[src/rtl/rca4_bist_pkg.sv]
// Shared types and constants for the 4-bit ripple-carry adder BIST engine.
package rca4_bist_pkg;

    localparam int          LFSR_W       = 16;
    // Feedback taps for x^16+x^14+x^13+x^11+1 in a left-shifting register
    localparam logic [15:0] LFSR_TAPS    = 16'hB400;
    localparam logic [15:0] DEFAULT_SEED = 16'hACE1;

    typedef enum logic [1:0] {
        IDLE  = 2'b00,
        APPLY = 2'b01,
        CHECK = 2'b10,
        DONE  = 2'b11
    } state_t;

    function automatic logic [LFSR_W-1:0] lfsr_next(input logic [LFSR_W-1:0] v);
        return {v[LFSR_W-2:0], ^(v & LFSR_TAPS)};
    endfunction

endpackage

[src/rtl/bist_lfsr.sv]
// 16-bit Fibonacci LFSR with synchronous load and single-step advance.
module bist_lfsr
    import rca4_bist_pkg::*;
#(
    parameter logic [LFSR_W-1:0] RESET_VALUE = DEFAULT_SEED
) (
    input  logic              clk,
    input  logic              rst_n,
    input  logic              load,
    input  logic [LFSR_W-1:0] seed,
    input  logic              step,
    output logic [15:0]       value
);

    logic [LFSR_W-1:0] value_r;
    logic [LFSR_W-1:0] value_nxt_s;

    // Next-value selection: load wins over step
    always_comb begin
        value_nxt_s = value_r;
        if (load) begin
            value_nxt_s = seed;
        end else if (step) begin
            value_nxt_s = lfsr_next(value_r);
        end else begin
            value_nxt_s = value_r;
        end
    end

    // Shift register state
    always_ff @(posedge clk or negedge rst_n) begin
        if (!rst_n) begin
            value_r <= RESET_VALUE;
        end else begin
            value_r <= value_nxt_s;
        end
    end

    assign value = value_r;

endmodule

[src/rtl/rca4_bist.sv]
// BIST engine for a 4-bit adder: LFSR vectors, compare, count errors.
// Optional first-failure log enabled by defining BIST_ERRLOG_EN.
module rca4_bist
    import rca4_bist_pkg::*;
#(
    parameter logic [31:0] NUM_VECTORS = 32'd150,
    parameter logic [15:0] SEED        = 16'hACE1
) (
    input  logic        clk,
    input  logic        rst_n,
    input  logic        start,
    output logic [3:0]  dut_a,
    output logic [3:0]  dut_b,
    output logic        dut_cin,
    input  logic [4:0]  dut_sum,
    output logic        busy,
    output logic        done,
    output logic        pass,
    output logic [31:0] vector_count,
    output logic [31:0] error_count
`ifdef BIST_ERRLOG_EN
    ,
    output logic        fail_valid,
    output logic [3:0]  fail_a,
    output logic [3:0]  fail_b,
    output logic        fail_cin,
    output logic [4:0]  fail_sum
`endif
);

    localparam logic [15:0] SEED_EFF = (SEED == 16'h0000) ? DEFAULT_SEED : SEED;

    state_t      state_r,    state_nxt_s;
    logic [3:0]  dut_a_r,    dut_a_nxt_s;
    logic [3:0]  dut_b_r,    dut_b_nxt_s;
    logic        dut_cin_r,  dut_cin_nxt_s;
    logic [4:0]  expected_r, expected_nxt_s;
    logic [31:0] vcnt_r,     vcnt_nxt_s;
    logic [31:0] ecnt_r,     ecnt_nxt_s;
    logic        busy_r,     busy_nxt_s;
    logic        done_r,     done_nxt_s;
    logic        pass_r,     pass_nxt_s;

    logic        lfsr_load_s;
    logic        lfsr_step_s;
    logic [15:0] lfsr_value_s;
    logic        lfsr_unused_s;
    logic        mismatch_s;

    bist_lfsr #(
        .RESET_VALUE (SEED_EFF)
    ) u_lfsr (
        .clk   (clk),
        .rst_n (rst_n),
        .load  (lfsr_load_s),
        .seed  (SEED_EFF),
        .step  (lfsr_step_s),
        .value (lfsr_value_s)
    );

    assign lfsr_unused_s = ^lfsr_value_s[15:9];
    assign mismatch_s    = (dut_sum != expected_r);

    // Next-state and next-output logic for the run sequencer
    always_comb begin
        state_nxt_s    = state_r;
        dut_a_nxt_s    = dut_a_r;
        dut_b_nxt_s    = dut_b_r;
        dut_cin_nxt_s  = dut_cin_r;
        expected_nxt_s = expected_r;
        vcnt_nxt_s     = vcnt_r;
        ecnt_nxt_s     = ecnt_r;
        busy_nxt_s     = busy_r;
        done_nxt_s     = done_r;
        pass_nxt_s     = pass_r;
        lfsr_load_s    = 1'b0;
        lfsr_step_s    = 1'b0;

        case (state_r)
            IDLE, DONE: begin
                if (start) begin
                    lfsr_load_s = 1'b1;
                    vcnt_nxt_s  = 32'd0;
                    ecnt_nxt_s  = 32'd0;
                    if (NUM_VECTORS == 32'd0) begin
                        state_nxt_s = DONE;
                        busy_nxt_s  = 1'b0;
                        done_nxt_s  = 1'b1;
                        pass_nxt_s  = 1'b1;
                    end else begin
                        state_nxt_s = APPLY;
                        busy_nxt_s  = 1'b1;
                        done_nxt_s  = 1'b0;
                        pass_nxt_s  = 1'b0;
                    end
                end else begin
                    state_nxt_s = state_r;
                end
            end
            APPLY: begin
                dut_a_nxt_s    = lfsr_value_s[3:0];
                dut_b_nxt_s    = lfsr_value_s[7:4];
                dut_cin_nxt_s  = lfsr_value_s[8];
                expected_nxt_s = {1'b0, lfsr_value_s[3:0]} + {1'b0, lfsr_value_s[7:4]}
                               + {4'b0000, lfsr_value_s[8]};
                state_nxt_s    = CHECK;
            end
            CHECK: begin
                lfsr_step_s = 1'b1;
                vcnt_nxt_s  = vcnt_r + 32'd1;
                if (mismatch_s && (ecnt_r != 32'hFFFF_FFFF)) begin
                    ecnt_nxt_s = ecnt_r + 32'd1;
                end else begin
                    ecnt_nxt_s = ecnt_r;
                end
                // Counter reaching the programmed length ends the run
                if (vcnt_nxt_s == NUM_VECTORS) begin
                    state_nxt_s = DONE;
                    busy_nxt_s  = 1'b0;
                    done_nxt_s  = 1'b1;
                    pass_nxt_s  = (ecnt_nxt_s == 32'd0);
                end else begin
                    state_nxt_s = APPLY;
                end
            end
            default: begin
                state_nxt_s = IDLE;
                busy_nxt_s  = 1'b0;
                done_nxt_s  = 1'b0;
                pass_nxt_s  = 1'b0;
            end
        endcase
    end

    // Sequencer state and registered outputs
    always_ff @(posedge clk or negedge rst_n) begin
        if (!rst_n) begin
            state_r    <= IDLE;
            dut_a_r    <= 4'h0;
            dut_b_r    <= 4'h0;
            dut_cin_r  <= 1'b0;
            expected_r <= 5'h00;
            vcnt_r     <= 32'd0;
            ecnt_r     <= 32'd0;
            busy_r     <= 1'b0;
            done_r     <= 1'b0;
            pass_r     <= 1'b0;
        end else begin
            state_r    <= state_nxt_s;
            dut_a_r    <= dut_a_nxt_s;
            dut_b_r    <= dut_b_nxt_s;
            dut_cin_r  <= dut_cin_nxt_s;
            expected_r <= expected_nxt_s;
            vcnt_r     <= vcnt_nxt_s;
            ecnt_r     <= ecnt_nxt_s;
            busy_r     <= busy_nxt_s;
            done_r     <= done_nxt_s;
            pass_r     <= pass_nxt_s;
        end
    end

    assign dut_a        = dut_a_r;
    assign dut_b        = dut_b_r;
    assign dut_cin      = dut_cin_r;
    assign busy         = busy_r;
    assign done         = done_r;
    assign pass         = pass_r;
    assign vector_count = vcnt_r;
    assign error_count  = ecnt_r;

`ifdef BIST_ERRLOG_EN
    logic       run_start_s;
    logic       fail_valid_r;
    logic [3:0] fail_a_r;
    logic [3:0] fail_b_r;
    logic       fail_cin_r;
    logic [4:0] fail_sum_r;

    assign run_start_s = start && ((state_r == IDLE) || (state_r == DONE));

    // First-failure capture, cleared when a new run is accepted
    always_ff @(posedge clk or negedge rst_n) begin
        if (!rst_n) begin
            fail_valid_r <= 1'b0;
            fail_a_r     <= 4'h0;
            fail_b_r     <= 4'h0;
            fail_cin_r   <= 1'b0;
            fail_sum_r   <= 5'h00;
        end else if (run_start_s) begin
            fail_valid_r <= 1'b0;
            fail_a_r     <= 4'h0;
            fail_b_r     <= 4'h0;
            fail_cin_r   <= 1'b0;
            fail_sum_r   <= 5'h00;
        end else if ((state_r == CHECK) && mismatch_s && !fail_valid_r) begin
            fail_valid_r <= 1'b1;
            fail_a_r     <= dut_a_r;
            fail_b_r     <= dut_b_r;
            fail_cin_r   <= dut_cin_r;
            fail_sum_r   <= dut_sum;
        end else begin
            fail_valid_r <= fail_valid_r;
            fail_a_r     <= fail_a_r;
            fail_b_r     <= fail_b_r;
            fail_cin_r   <= fail_cin_r;
            fail_sum_r   <= fail_sum_r;
        end
    end

    assign fail_valid = fail_valid_r;
    assign fail_a     = fail_a_r;
    assign fail_b     = fail_b_r;
    assign fail_cin   = fail_cin_r;
    assign fail_sum   = fail_sum_r;
`endif

endmodule

[config.mk]
export PLATFORM = sky130hd
export DESIGN_NAME = rca4_bist
export DESIGN_NICKNAME = d
export VERILOG_FILES = /design/src/rtl/rca4_bist_pkg.sv /design/src/rtl/bist_lfsr.sv /design/src/rtl/rca4_bist.sv
export SDC_FILE = /design/constraint.sdc
export NUM_CORES = 1
export LEC_CHECK = 0
export CAP_MARGIN = 20
export CORE_MARGIN = 4
export CORE_UTILIZATION = 57
export DETAILED_ROUTE_END_ITERATION = 12
export PLACE_DENSITY = 0.82
export SETUP_SLACK_MARGIN = 0.5
export SYNTH_ARGS = -nofsm -noshare
export SYNTH_HDL_FRONTEND = slang
export SYNTH_SLANG_ARGS = --single-unit
[constraint.sdc]
create_clock -name clk -period 4.4 [get_ports clk]
set_clock_uncertainty 0.15 [all_clocks]
set_input_delay 0.88 -clock clk [delete_from_list [all_inputs] [get_ports clk]]
set_output_delay 0.88 -clock clk [all_outputs]
set_load 0.005 [all_outputs]
* Yosys cells after proc, flatten, opt, wreduce, memory -nomap -nowiden *
Cells that the tools add are included.

cells by class
  add/subtract/negate cells = 4
  multipliers = 0
  divide/modulo/power cells = 0
  order comparisons = 0
  equality and inequality tests = 8
  shift operators = 0
  multiplexer cells = 21
  bitwise gates (word level) = 0
  reduce and logical (&&, ||, !) cells = 9

operators with widths
  operator               count
  $pmux 32 s2            2
  $mux 32                3
  $add 32x1->32 const B  2
  $eq 32x8->1 const B    1
  $logic_not 32->1       1
  $mux 16                2
  $ne 32x32->1 const B   1
  $reduce_xor 16->1      1
  $mux 1                 8
  $pmux 1 s2             3
  $pmux 2 s3             1
  $add 4x4->5            1
  $add 5x1->5            1
  $ne 5x5->1             1
  $eq 2x2->1 const B     2
  $mux 2                 2
  $ne 2x2->1 const B     2
  $reduce_bool 2->1      2
  $reduce_and 3->1       1
  $eq 2x1->1 const B     1
  $logic_not 2->1        1
  $reduce_and 2->1       1
  $reduce_or 2->1        1
  $logic_and 1x1->1      1

storage, ports and cells
  register bits after elaboration = 99
  latch bits = 0
  RAM bits = 0
  memory bits (read-only) = 0
  memories = 0

* Longest topological paths before layout *
  depth after elaboration = 7
  depth in mapped cells = 11

* Modules after synthesis *
From an unflattened synthesis, not the netlist that was laid out.

unflattened totals
  cells, all modules = 739
  area, all modules = 6416.2 µm²

by module, submodules not included
  module     instances  cells each  area each (µm²)  seq. area each (µm²)
  rca4_bist  1          666         5624.1           2077.0
  bist_lfsr  1          73          792.0            410.4

* Least setup slack after synthesis *
No wires, ideal clock.

  path kind = reg2reg
  start point = reg vcnt_r[2], in the netlist vector_count[2]
  end point = reg pass_r, in the netlist pass
  setup time = 0.076 ns
  arrival = 2.919 ns
  data required time = 4.174 ns
  path slack = 1.255 ns
  stages on the path, launching flop included = 11
  path through = dfrtp_1 > buf_2 > nand3_1 > or3_1 > clkbuf_1 > or4_1 > xnor2_1 > nor4_1 > nand4_1 > or4_1 > o21ai_1

on the way
  cells in the longest elaborated chain, start to end = 4

ends and longest elaborated chain
  element                            line              text
  start: declaration                 rca4_bist.sv:38   logic [31:0] vcnt_r, vcnt_nxt_s;
  start signal: assignment           rca4_bist.sv:154  vcnt_r <= vcnt_nxt_s;
  $add 32x1->32                      rca4_bist.sv:110  vcnt_nxt_s = vcnt_r + 32'd1;
  $eq 32x8->1                        rca4_bist.sv:117  if (vcnt_nxt_s == NUM_VECTORS) begin
  $ne 2x2->1 (no source line)        --
  $reduce_and 3->1 (no source line)  --
  end signal: assignment             rca4_bist.sv:158  pass_r <= pass_nxt_s;
  end: declaration                   rca4_bist.sv:42   logic pass_r, pass_nxt_s;

No other way between the ends.
A chain may end at the register's enable or synchronous reset.

* Worst setup path in the final report *
  start point = reg vcnt_r[11], in the netlist vector_count[11]
  end point = reg pass_r, in the netlist pass

Same word-level chain as after synthesis.

==> out/qor.csv <==
metric,value,unit
Synth cell types,76,
Inserted Clock Buffers,9,
Root Driver,clkbuf_16,
Max-cap violations,0,
#FFs+latches synth,99,
"Setup Fix Bufs, Post-CTS",0,
final hold vios,0,
FP Rows,39,
worst path bufs/invs,0,
cell area after synthesis,6600,µm²
flop2flop setup slack,670,ps
port bufs,83,
status,completed,
main combinational cell family by area after synthesis,simple AND/OR/NAND/NOR gates,
setup_tns,0,ps
number of hold buffers added after CTS,0,
post-synthesis sequential area ratio,0.377,
Initial Utilization,0.581,
mux contribution to synthesized area,0.0527,
first-pass GRT wire length,29900,µm
cell family with most CP delay,simple AND/OR/NAND/NOR gates,
top-area cell type share of the netlist area,0.345,
initial antenna violation count,0,
CTS tree,done,
# DRC,0,
full die area,13400,µm²
Pre-Repair DR Iteration Count,5,
CP arrival,3870,ps
total global-route track usage,0.276,
slowest CP cell,dfrtp_1,
post-synthesis adder-cell area fraction,0.0212,
Vias/cell,6.59,
Slew Limit Headroom,0.385,
largest net degree at the start of global routing,75,
class of the worst hold path,flip-flop to flip-flop,
WL final,18000,µm
min-delay src,u_lfsr.value[14],
Final GP Congestion,0.915,
final setup violation count,0,
PostCTS Resize Cnt,0,
Post-Syn Instances,776,
Filler cells,941,
worst-path cell chain,"nand3_1, or3_4, or4_1, xnor2_1, nor4_1, nand4_1, or4_1, o21ai_1",
Post-Synth XOR/XNOR Area,0.0385,
Critical R2R Launch,vector_count[11],
"area leader, netlist",dfrtp_1,
Pwr Density,255,nW/µm²
slew of the pin with the lowest slew margin,923,ps
CTS clock-pin slew for the worst setup and hold paths,70,ps
peak supply drop,0.299,mV
number of global-route vias before repair,5989,
routed length per placed instance,18.6,µm
post-route setup slack,666,ps
crit-path max FO,14,
Critical Path Source Type,flip-flop,
hold depth,2,
Tcrit/Tclk final,0.849,
Area Overhead vs Synth,16.9,%
CTS Buffer Depth,2,
syn_area_per_cell,8.51,µm²
Crit. End Element,flip-flop,
Synth Area in Compound Gates,0.201,
Synth Flop Type,dfrtp_1,
DRT iter0 DRCs,543,
most used cell along the critical path,or4_1,
Post-DRT Antenna Nets,0,
Total Nets Final,835,
pre-CTS setup slack,584,ps
Ys Warns,0,
min Tclk post-route,3730,ps
slowest cell delay on critical path,630,ps
ant diodes,0,
"Remaining Overflow, GRT",0,
Fmax achieved,0.268,GHz
# IOs,84,
WHS Endpoint,u_lfsr.value[15],
cells on worst reg2reg path,8,
core area,11400,µm²
most frequent cells in the layout,"o21ai_0, dfrtp_1, clkdlybuf4s50_1, nand2_1",
Worst EP required,4530,ps
layout cell share with drive strength beyond 1,0.0925,
max-slew violation count,0,
die height,116,µm
Die Width,116,µm
syn nets,794,
worst setup path class,flip-flop to flip-flop,
via count,6356,
RSZ-0062 raised after global routing,no,
share of flip-flops with an asynchronous set or reset,1.00,
DP HPWL,12400,µm
Leakage,3.17,nW
simple-gate share of the synthesized area,0.255,
CTS H-tree lvls,3,
"EDFF count, synth",0,
Synth area leaders,"dfrtp_1, o21ai_0, nand2_1, nand3_1, dfstp_2",
CTS Sinks,99,
"Clk Latency, worst-skew pair",350,ps
reg2reg end,pass,
[state kept, by name, summed over array words and instances, names as in the netlist]
| name | count |
|---|---|
| dut_a | 4 |
| vector_count | 32 |
| expected_r | 5 |
| error_count | 32 |
| done | 1 |
| dut_b | 4 |
| u_lfsr.value | 16 |
| pass | 1 |
| busy | 1 |
| state_r | 2 |
| dut_cin | 1 |
[area by class of cell]
cell class	count	area, µm²	share of cell area
sequential	99	2490	0.322
clock buffer	11	243	0.0314
timing repair buffer	95	918	0.119
multi-input combinational	592	3770	0.489
inverter	20	75.1	0.00972
tap	143	179	0.0232
clock inverter	5	45.0	0.00583
[logic make-up (layout without fill, tap and decap cells)]
group,Yosys count,count (layout)
mux,33,33
buf+inv,85,131
xor+xnor,29,29
flops,99,99
fa+ha+maj,10,10
simple gates,305,305
compound gates,215,215
[tightest hold or removal path, delay by kind of cell (launching register included)]
| family | cells | cell delay (ps) |
|---|---|---|
| flops | 1 | 340 |
| simple gates | 1 | 60 |
| mux | 1 | 70 |
[synth_stat cells (all sizes together) (12+ instances only)]
cell / count
inv: 20
mux2: 14
o21ai: 93
clkbuf: 47
nand3: 47
dfrtp: 91
buf: 18
nor4: 16
xor2: 12
a21oi: 37
nand2: 79
o31ai: 19
nand4: 35
nor2: 47
mux2i: 19
xnor2: 17
a31oi: 13
and3: 14
nor3: 14
[power by group]
part           leakage [nW]  switching [W]  total (W)  internal (W)
clock                 0.138       0.000366   0.000773      0.000407
sequential             1.29      0.0000653    0.00100      0.000935
combinational          1.74      0.0000903   0.000199      0.000109
total                  3.17       0.000521    0.00197       0.00145
[worst max path at each step]
stage,startpoint,to,slack (ps),cells after the start
floorplan,vector_count[2],pass,1250,10
global placement,dut_sum[4],pass,660,10
detailed placement,dut_sum[4],pass,580,10
CTS,error_count[0],pass,720,9
global route,vector_count[11],pass,540,8
finish,vector_count[11],pass,670,8
[metal layers]
layer	wire length [µm]	share of wire	up-vias	track usage
met5	0	0	-	0
met4	550	0.031	0	0.111
met3	1170	0.065	58	0.0496
met2	8380	0.47	278	0.432
met1	7880	0.44	3071	0.381
li1	-	-	2949	-
[per-stage QoR]
step,hold slack (ps),utilization,instances,cell area (µm²),total power (W)
floorplan,318,-,776,6600,0.00111
global placement,331,0.653,949,7420,0.00120
detailed placement,339,0.653,949,7420,0.00121
CTS,358,0.678,965,7710,0.00198
global route,392,0.679,965,7720,0.00205
finish,357,0.679,965,7720,0.00197
(Power assumes the default switching activity.)
